**src/rtl/ucsbece154b_mem_arbiter_pkg.sv**
```systemverilog
// Shared definitions for the unified memory-port arbiter: FSM state
// encodings, starvation counter width and its saturating increment.
package ucsbece154b_mem_arbiter_pkg;

    typedef enum logic [1:0] {
        ARB_IDLE  = 2'd0,
        ARB_GNT_I = 2'd1,
        ARB_GNT_D = 2'd2,
        ARB_DRAIN = 2'd3
    } arb_state_t;

    localparam int STARVE_W = 4;
    localparam logic [STARVE_W-1:0] STARVE_SAT = 4'd15;

    // Increment that sticks at the all-ones value instead of wrapping.
    function automatic logic [STARVE_W-1:0] starve_inc(input logic [STARVE_W-1:0] cnt);
        return (cnt == STARVE_SAT) ? cnt : cnt + 4'd1;
    endfunction

endpackage

```
**src/rtl/ucsbece154b_perf_counter.sv**
```systemverilog
// 32-bit wrapping event counter with synchronous clear.
module ucsbece154b_perf_counter (
    input  logic        clk,
    input  logic        clear,
    input  logic        enable,
    output logic [31:0] count
);

    // Clear has priority over counting.
    always_ff @(posedge clk) begin
        if (clear)
            count <= 32'd0;
        else if (enable)
            count <= count + 32'd1;
    end

endmodule

```
**src/rtl/ucsbece154b_mem_arbiter.sv**
```systemverilog
// Arbiter sharing one unified memory port between fetch (IF) and memory (D).
// Data-first priority with an IF starvation guard; killed fetches are
// drained from the memory without returning data.
// Optional: define MEM_ARB_PERF_EN to add hierarchical performance counters
// (perf_if_grants, perf_d_grants, perf_conflicts, perf_kills, perf_busy_cycles).
module ucsbece154b_mem_arbiter
    import ucsbece154b_mem_arbiter_pkg::*;
#(
    parameter int DATA_W     = 32,
    parameter int ADDR_W     = 32,
    parameter int STARVE_MAX = 3
) (
    input  logic              clk,
    input  logic              reset,
    input  logic              if_req_i,
    input  logic [ADDR_W-1:0] if_addr_i,
    input  logic              if_kill_i,
    output logic [DATA_W-1:0] if_rdata_o,
    output logic              if_ready_o,
    input  logic              d_req_i,
    input  logic              d_we_i,
    input  logic [ADDR_W-1:0] d_addr_i,
    input  logic [DATA_W-1:0] d_wdata_i,
    output logic [DATA_W-1:0] d_rdata_o,
    output logic              d_ready_o,
    output logic              mem_req_o,
    output logic              mem_we_o,
    output logic [ADDR_W-1:0] mem_addr_o,
    output logic [DATA_W-1:0] mem_wdata_o,
    input  logic [DATA_W-1:0] mem_rdata_i,
    input  logic              mem_ack_i
);

    localparam logic [STARVE_W-1:0] STARVE_LIM = STARVE_W'(STARVE_MAX);

    arb_state_t          state_q, state_d;
    logic [STARVE_W-1:0] starve_q, starve_d;

    logic              mem_req_d, mem_we_d;
    logic [ADDR_W-1:0] mem_addr_d;
    logic [DATA_W-1:0] mem_wdata_d;
    logic              if_ready_d, d_ready_d;
    logic [DATA_W-1:0] if_rdata_d, d_rdata_d;

    // A requester in its ready cycle is masked so its next request is seen fresh.
    logic if_elig, d_elig, starved;
    assign if_elig = if_req_i && !if_ready_o;
    assign d_elig  = d_req_i && !d_ready_o;
    assign starved = (starve_q >= STARVE_LIM);

    // State and starvation counter register.
    always_ff @(posedge clk) begin
        if (reset) begin
            state_q  <= ARB_IDLE;
            starve_q <= '0;
        end else begin
            state_q  <= state_d;
            starve_q <= starve_d;
        end
    end

    // Next-state, arbitration and next values of the registered outputs.
    always_comb begin
        state_d     = state_q;
        starve_d    = starve_q;
        mem_req_d   = mem_req_o;
        mem_we_d    = mem_we_o;
        mem_addr_d  = mem_addr_o;
        mem_wdata_d = mem_wdata_o;
        if_ready_d  = 1'b0;
        d_ready_d   = 1'b0;
        if_rdata_d  = if_rdata_o;
        d_rdata_d   = d_rdata_o;
        case (state_q)
            ARB_IDLE: begin
                if (d_elig && (!if_elig || !starved)) begin
                    state_d     = ARB_GNT_D;
                    mem_req_d   = 1'b1;
                    mem_we_d    = d_we_i;
                    mem_addr_d  = d_addr_i;
                    mem_wdata_d = d_wdata_i;
                    starve_d    = if_req_i ? starve_inc(starve_q) : '0;
                end else if (if_elig) begin
                    state_d     = ARB_GNT_I;
                    mem_req_d   = 1'b1;
                    mem_we_d    = 1'b0;
                    mem_addr_d  = if_addr_i;
                    mem_wdata_d = '0;
                    starve_d    = '0;
                end else if (!if_req_i) begin
                    starve_d = '0;
                end
            end
            ARB_GNT_I: begin
                if (mem_ack_i) begin
                    state_d   = ARB_IDLE;
                    mem_req_d = 1'b0;
                    // A kill coinciding with the ack swallows the data.
                    if (!if_kill_i) begin
                        if_ready_d = 1'b1;
                        if_rdata_d = mem_rdata_i;
                    end
                end else if (if_kill_i) begin
                    state_d = ARB_DRAIN;
                end
            end
            ARB_GNT_D: begin
                if (mem_ack_i) begin
                    state_d   = ARB_IDLE;
                    mem_req_d = 1'b0;
                    d_ready_d = 1'b1;
                    d_rdata_d = mem_rdata_i;
                end
            end
            ARB_DRAIN: begin
                // Memory must still finish the abandoned fetch before reuse.
                if (mem_ack_i) begin
                    state_d   = ARB_IDLE;
                    mem_req_d = 1'b0;
                end
            end
            default: begin
                state_d   = ARB_IDLE;
                mem_req_d = 1'b0;
            end
        endcase
    end

    // Output registers; reset clears everything so a dropped transfer leaves no trace.
    always_ff @(posedge clk) begin
        if (reset) begin
            mem_req_o   <= 1'b0;
            mem_we_o    <= 1'b0;
            mem_addr_o  <= '0;
            mem_wdata_o <= '0;
            if_ready_o  <= 1'b0;
            d_ready_o   <= 1'b0;
            if_rdata_o  <= '0;
            d_rdata_o   <= '0;
        end else begin
            mem_req_o   <= mem_req_d;
            mem_we_o    <= mem_we_d;
            mem_addr_o  <= mem_addr_d;
            mem_wdata_o <= mem_wdata_d;
            if_ready_o  <= if_ready_d;
            d_ready_o   <= d_ready_d;
            if_rdata_o  <= if_rdata_d;
            d_rdata_o   <= d_rdata_d;
        end
    end

`ifdef MEM_ARB_PERF_EN
    logic [31:0] perf_if_grants;
    logic [31:0] perf_d_grants;
    logic [31:0] perf_conflicts;
    logic [31:0] perf_kills;
    logic [31:0] perf_busy_cycles;

    logic ev_if_grant, ev_d_grant, ev_conflict, ev_kill;
    assign ev_if_grant = (state_q == ARB_IDLE) && (state_d == ARB_GNT_I);
    assign ev_d_grant  = (state_q == ARB_IDLE) && (state_d == ARB_GNT_D);
    assign ev_conflict = (state_q == ARB_IDLE) && if_elig && d_elig;
    // Covers both a kill that forces DRAIN and a kill that lands on the ack.
    assign ev_kill     = (state_q == ARB_GNT_I) && if_kill_i;

    ucsbece154b_perf_counter u_perf_if_grants (
        .clk(clk), .clear(reset), .enable(ev_if_grant), .count(perf_if_grants));
    ucsbece154b_perf_counter u_perf_d_grants (
        .clk(clk), .clear(reset), .enable(ev_d_grant), .count(perf_d_grants));
    ucsbece154b_perf_counter u_perf_conflicts (
        .clk(clk), .clear(reset), .enable(ev_conflict), .count(perf_conflicts));
    ucsbece154b_perf_counter u_perf_kills (
        .clk(clk), .clear(reset), .enable(ev_kill), .count(perf_kills));
    ucsbece154b_perf_counter u_perf_busy (
        .clk(clk), .clear(reset), .enable(mem_req_o), .count(perf_busy_cycles));
`else
`endif

endmodule

```
**config.mk**
```make
export PLATFORM = sky130hd
export DESIGN_NAME = ucsbece154b_mem_arbiter
export DESIGN_NICKNAME = d
export VERILOG_FILES = /design/src/rtl/ucsbece154b_mem_arbiter_pkg.sv /design/src/rtl/ucsbece154b_perf_counter.sv /design/src/rtl/ucsbece154b_mem_arbiter.sv
export SDC_FILE = /design/constraint.sdc
export NUM_CORES = 1
export LEC_CHECK = 0
export ABC_AREA = 0
export CORE_ASPECT_RATIO = 1.2
export CORE_MARGIN = 3
export CORE_UTILIZATION = 40
export DETAILED_ROUTE_END_ITERATION = 8
export HOLD_SLACK_MARGIN = 0.02
export PLACE_DENSITY = 0.82
export SLEW_MARGIN = 20
export SYNTH_ARGS = -nofsm -noshare
export SYNTH_HDL_FRONTEND = slang
export SYNTH_SLANG_ARGS = --single-unit
```
**constraint.sdc**
```tcl
create_clock -name clk -period 1.7 [get_ports clk]
set_clock_uncertainty 0.1 [all_clocks]
set_input_delay 0.51 -clock clk [delete_from_list [all_inputs] [get_ports clk]]
set_output_delay 0.51 -clock clk [all_outputs]
set_load 0.1 [all_outputs]
```
==> results.txt <==
The run finished, with violations left. The I/O pin total was 267. The detail route stage leaves a number of antenna-violating nets equal to 0. The signal on the critical path passes through ha_4, nor3_4, o21ai_4, clkbuf_16, mux2i_1, a211oi_2. The type of the tightest min-delay check was reg2reg. The total number of clock tree sinks was 138.

After the last flow step, the layout net total stands at 1,006. For the finished layout, the period the worst path requires is 1.84 ns. The number of antenna cells inserted was 0; the synthesized netlist cell count was 587.

The ratio of routed vias to standard cells works out to 5.44. The peak fanout along the critical path came out at 12. During placement, the flow inserted port buffers numbering 266. The area growth from synthesis to layout is 101%. The cell count of the worst reg-to-reg path was 6. The slack of the critical path was -0.139 ns. Each instance of the synthesized netlist takes up on average 9.04 sq um.

Before antenna repair, the detailed router went through 5 iterations. The tools report the area taken by flip-flops and latches as 2780 sq um. Average wire per cell in the routed design: 20.8 um. Global routing consumed, over all layers together, 26.5% of the routing resources.

The clock-pin transition on the worst setup and hold timing paths came out at 0.06 ns. Max-cap violations in this run came to 0. Detailed routing inserted a total of 5,696 vias. Setup violations remaining at the end of the flow were counted as 35. The analysis attributes to cell leakage a power of 0.00408 uW. At the placement stage, the worst setup path has a slack of -0.622 ns. The register area share after synthesis was 52.0%; the register bit count reported by yosys was 138.

The library cells used most frequently in the layout, excluding fill and tap cells, are 142 x sky130_fd_sc_hd__buf_12, 131 x sky130_fd_sc_hd__clkdlybuf4s50_1, 130 x sky130_fd_sc_hd__dfxtp_1, 129 x sky130_fd_sc_hd__nand2_1, 73 x sky130_fd_sc_hd__nor2_1. Static timing analysis puts the maximum clock frequency at 544 MHz. The die outline area is 14,700 sq um, and the total wire length is 21.7 mm.

Measured against its own limit, the worst slew margin works out to 75.4%. For the number of global-route vias before repair, the log shows 5,836. The pin count of the biggest net entering global routing came out at 51. The filler cells instantiated in the layout total 634.

VDD sags by at most 0.000679 V. The final hold violation count was 0; the measured slew at the worst slew-check pin was 0.367 ns. The design draws 11,200 uW. Setup repair after global routing could not meet its margin everywhere. For the number of pins with negative max-slew slack in the final report, the log shows 0.

The wire length of the first global-routing pass was 31.2 mm. The number of buffers on the longest clock path came out at 2. STA classifies the critical path endpoint as a register. The worst hold path was traced through 2 stages. At the worst endpoint, the arrival time is 2.02 ns. The floorplan has 45 rows. For this configuration, the core starts out at a cell density of 41.4%. The run gives 0.916 as the global placement routability congestion.

The largest individual stage delay along the critical path comes from the cell sky130_fd_sc_hd__dfxtp_4. The final design utilization was 83.2%; the combined area of the multi-input logic cells was 2530 sq um. When the netlist entered floorplanning its net count stood at 723. In this run, distinct cell masters in the synthesized netlist total 34.

TritonCTS built the clock tree. The cell sitting at the root of the clock tree is a sky130_fd_sc_hd__clkbuf_16. For the initial antenna violation count, the log shows 0. The die boundary width is 111 um, and the quantity of hold-fixing buffers added after cts is 0. The most used flip-flop cell after synthesis is sky130_fd_sc_hd__dfxtp_1. Once placement finished, the instance area stood at 9660 sq um. Clock latency on the worst-skew pair, taken at its later pin, is 0.41 ns. For the clock buffer count from CTS, the log shows 17. The final reports fail on setup timing. The final cycle utilization of the critical path is 108%. The setup path with the least slack is of type reg2reg. The share of flip-flops with an asynchronous set or reset was 0%; the DRC violation count after routing was 0.

For this run the aggregate overflow at the end of global routing stands at 0. The commonest non-fill, non-tap cell in the layout is sky130_fd_sc_hd__buf_12. After synthesis the cells add up to 5310 sq um. Launching element type of the critical path: a register. The region available for standard cell placement spans 12,800 sq um.

The number of DRC violations after detailed-routing iteration 0 was 399; the highest cell delay on the worst timing path was 0.37 ns. The vertical die dimension was 132 um; the number of warnings printed during yosys synthesis was 0. The proportion of layout cells with a drive suffix above 1 is 31.0%.

The number of enable flip-flop cells after synthesis is 0. The clock tree synthesis step divided the H-tree into 4 levels. The wire-length estimate of the detail-placed layout is 14.1 mm.

The worst path required time is 1.88 ns, and the power density over the cells is 1050 nW/um^2. After routing the design area is 10,700 sq um.
## cell usage after synthesis (all sizes together) (3+ instances only)
library cell	number	share of area, %
a211oi	32	7.3
a21oi	70	6.7
a22oi	33	4.7
buf	20	2.4
clkbuf	28	2.0
dfxtp	138	52
mux2i	32	6.0
nand2	129	9.1
nand4b	3	0.50
nor2	74	5.2
o211a	3	0.57
o21ai	5	0.68
## path summary, 6_finish.rpt
| check | from | end | slack (ns) |
|---|---|---|---|
| hold reg to reg | if_rdata_o[21] | if_rdata_o[21] | 0.39 |
| setup / recovery | starve_q[0] | mem_addr_o[30] | -0.14 |
| hold / removal | if_rdata_o[21] | if_rdata_o[21] | 0.39 |
| setup reg to reg | starve_q[0] | mem_addr_o[30] | -0.14 |
## where the power goes
group	switching, uW	internal [uW]
clock network	1470	2220
logic	2270	1540
registers	246	3440
## cells by family after synthesis
kind of cell | synth area share, %
simple gates | 16.9
flops | 52.0
compound gates | 20.4
buf+inv | 4.41
fa+ha+maj | 0.236
mux | 6.03
## area by class of cell
class	count	area share, %
clock inverter	12	1.31
multi-input combinational	401	23.7
timing repair buffer	312	42.9
tap	164	1.92
sequential	138	26.0
clock buffer	20	4.18
## state kept, by name (all words and copies together), names as in the netlist
register and count:
mem_addr_o 32, starve_q 4, state_q 2, d_ready_o 1, d_rdata_o 32, mem_req_o 1, if_ready_o 1, mem_wdata_o 32
mem_we_o 1, if_rdata_o 32
## what timing repair did
action	in CTS	in global routing
endpoints found under the setup margin	68	38
cloned	2	4
gates resized for setup	17	33
buffers inserted	3	5
pin swaps	1	12
## metrics by stage
stage | hold slack (ns) | std cells | TNS (ns)
2_1_floorplan | 0.366 | 587 | 0
3_3_place_gp | 0.377 | 1002 | -43.22
3_5_place_dp | 0.383 | 1002 | -52.68
4_1_cts | 0.391 | 1039 | -0.00642
5_1_grt | 0.408 | 1047 | -3.70
6_report | 0.392 | 1047 | -1.61
## metal layers
layer / GRT usage, % / routed length (um) / vias up
li1: - / - / 2588
met1: 27.4 / 7530 / 2752
met2: 48.0 / 11700 / 293
met3: 8.82 / 1620 / 63
met4: 12.6 / 907 / 0
met5: 0 / 0 / -
## worst max-delay path: cells and delay by family, from the launching register on
family / cells / cell delay (ns)
DFF: 1 / 0.37
muxes: 1 / 0.29
adders and majority gates: 1 / 0.17
AOI/OAI and AO/OA: 2 / 0.45
and+or+nand+nor: 1 / 0.05
buffers and inverters: 1 / 0.27
(Power assumes the default switching activity.)
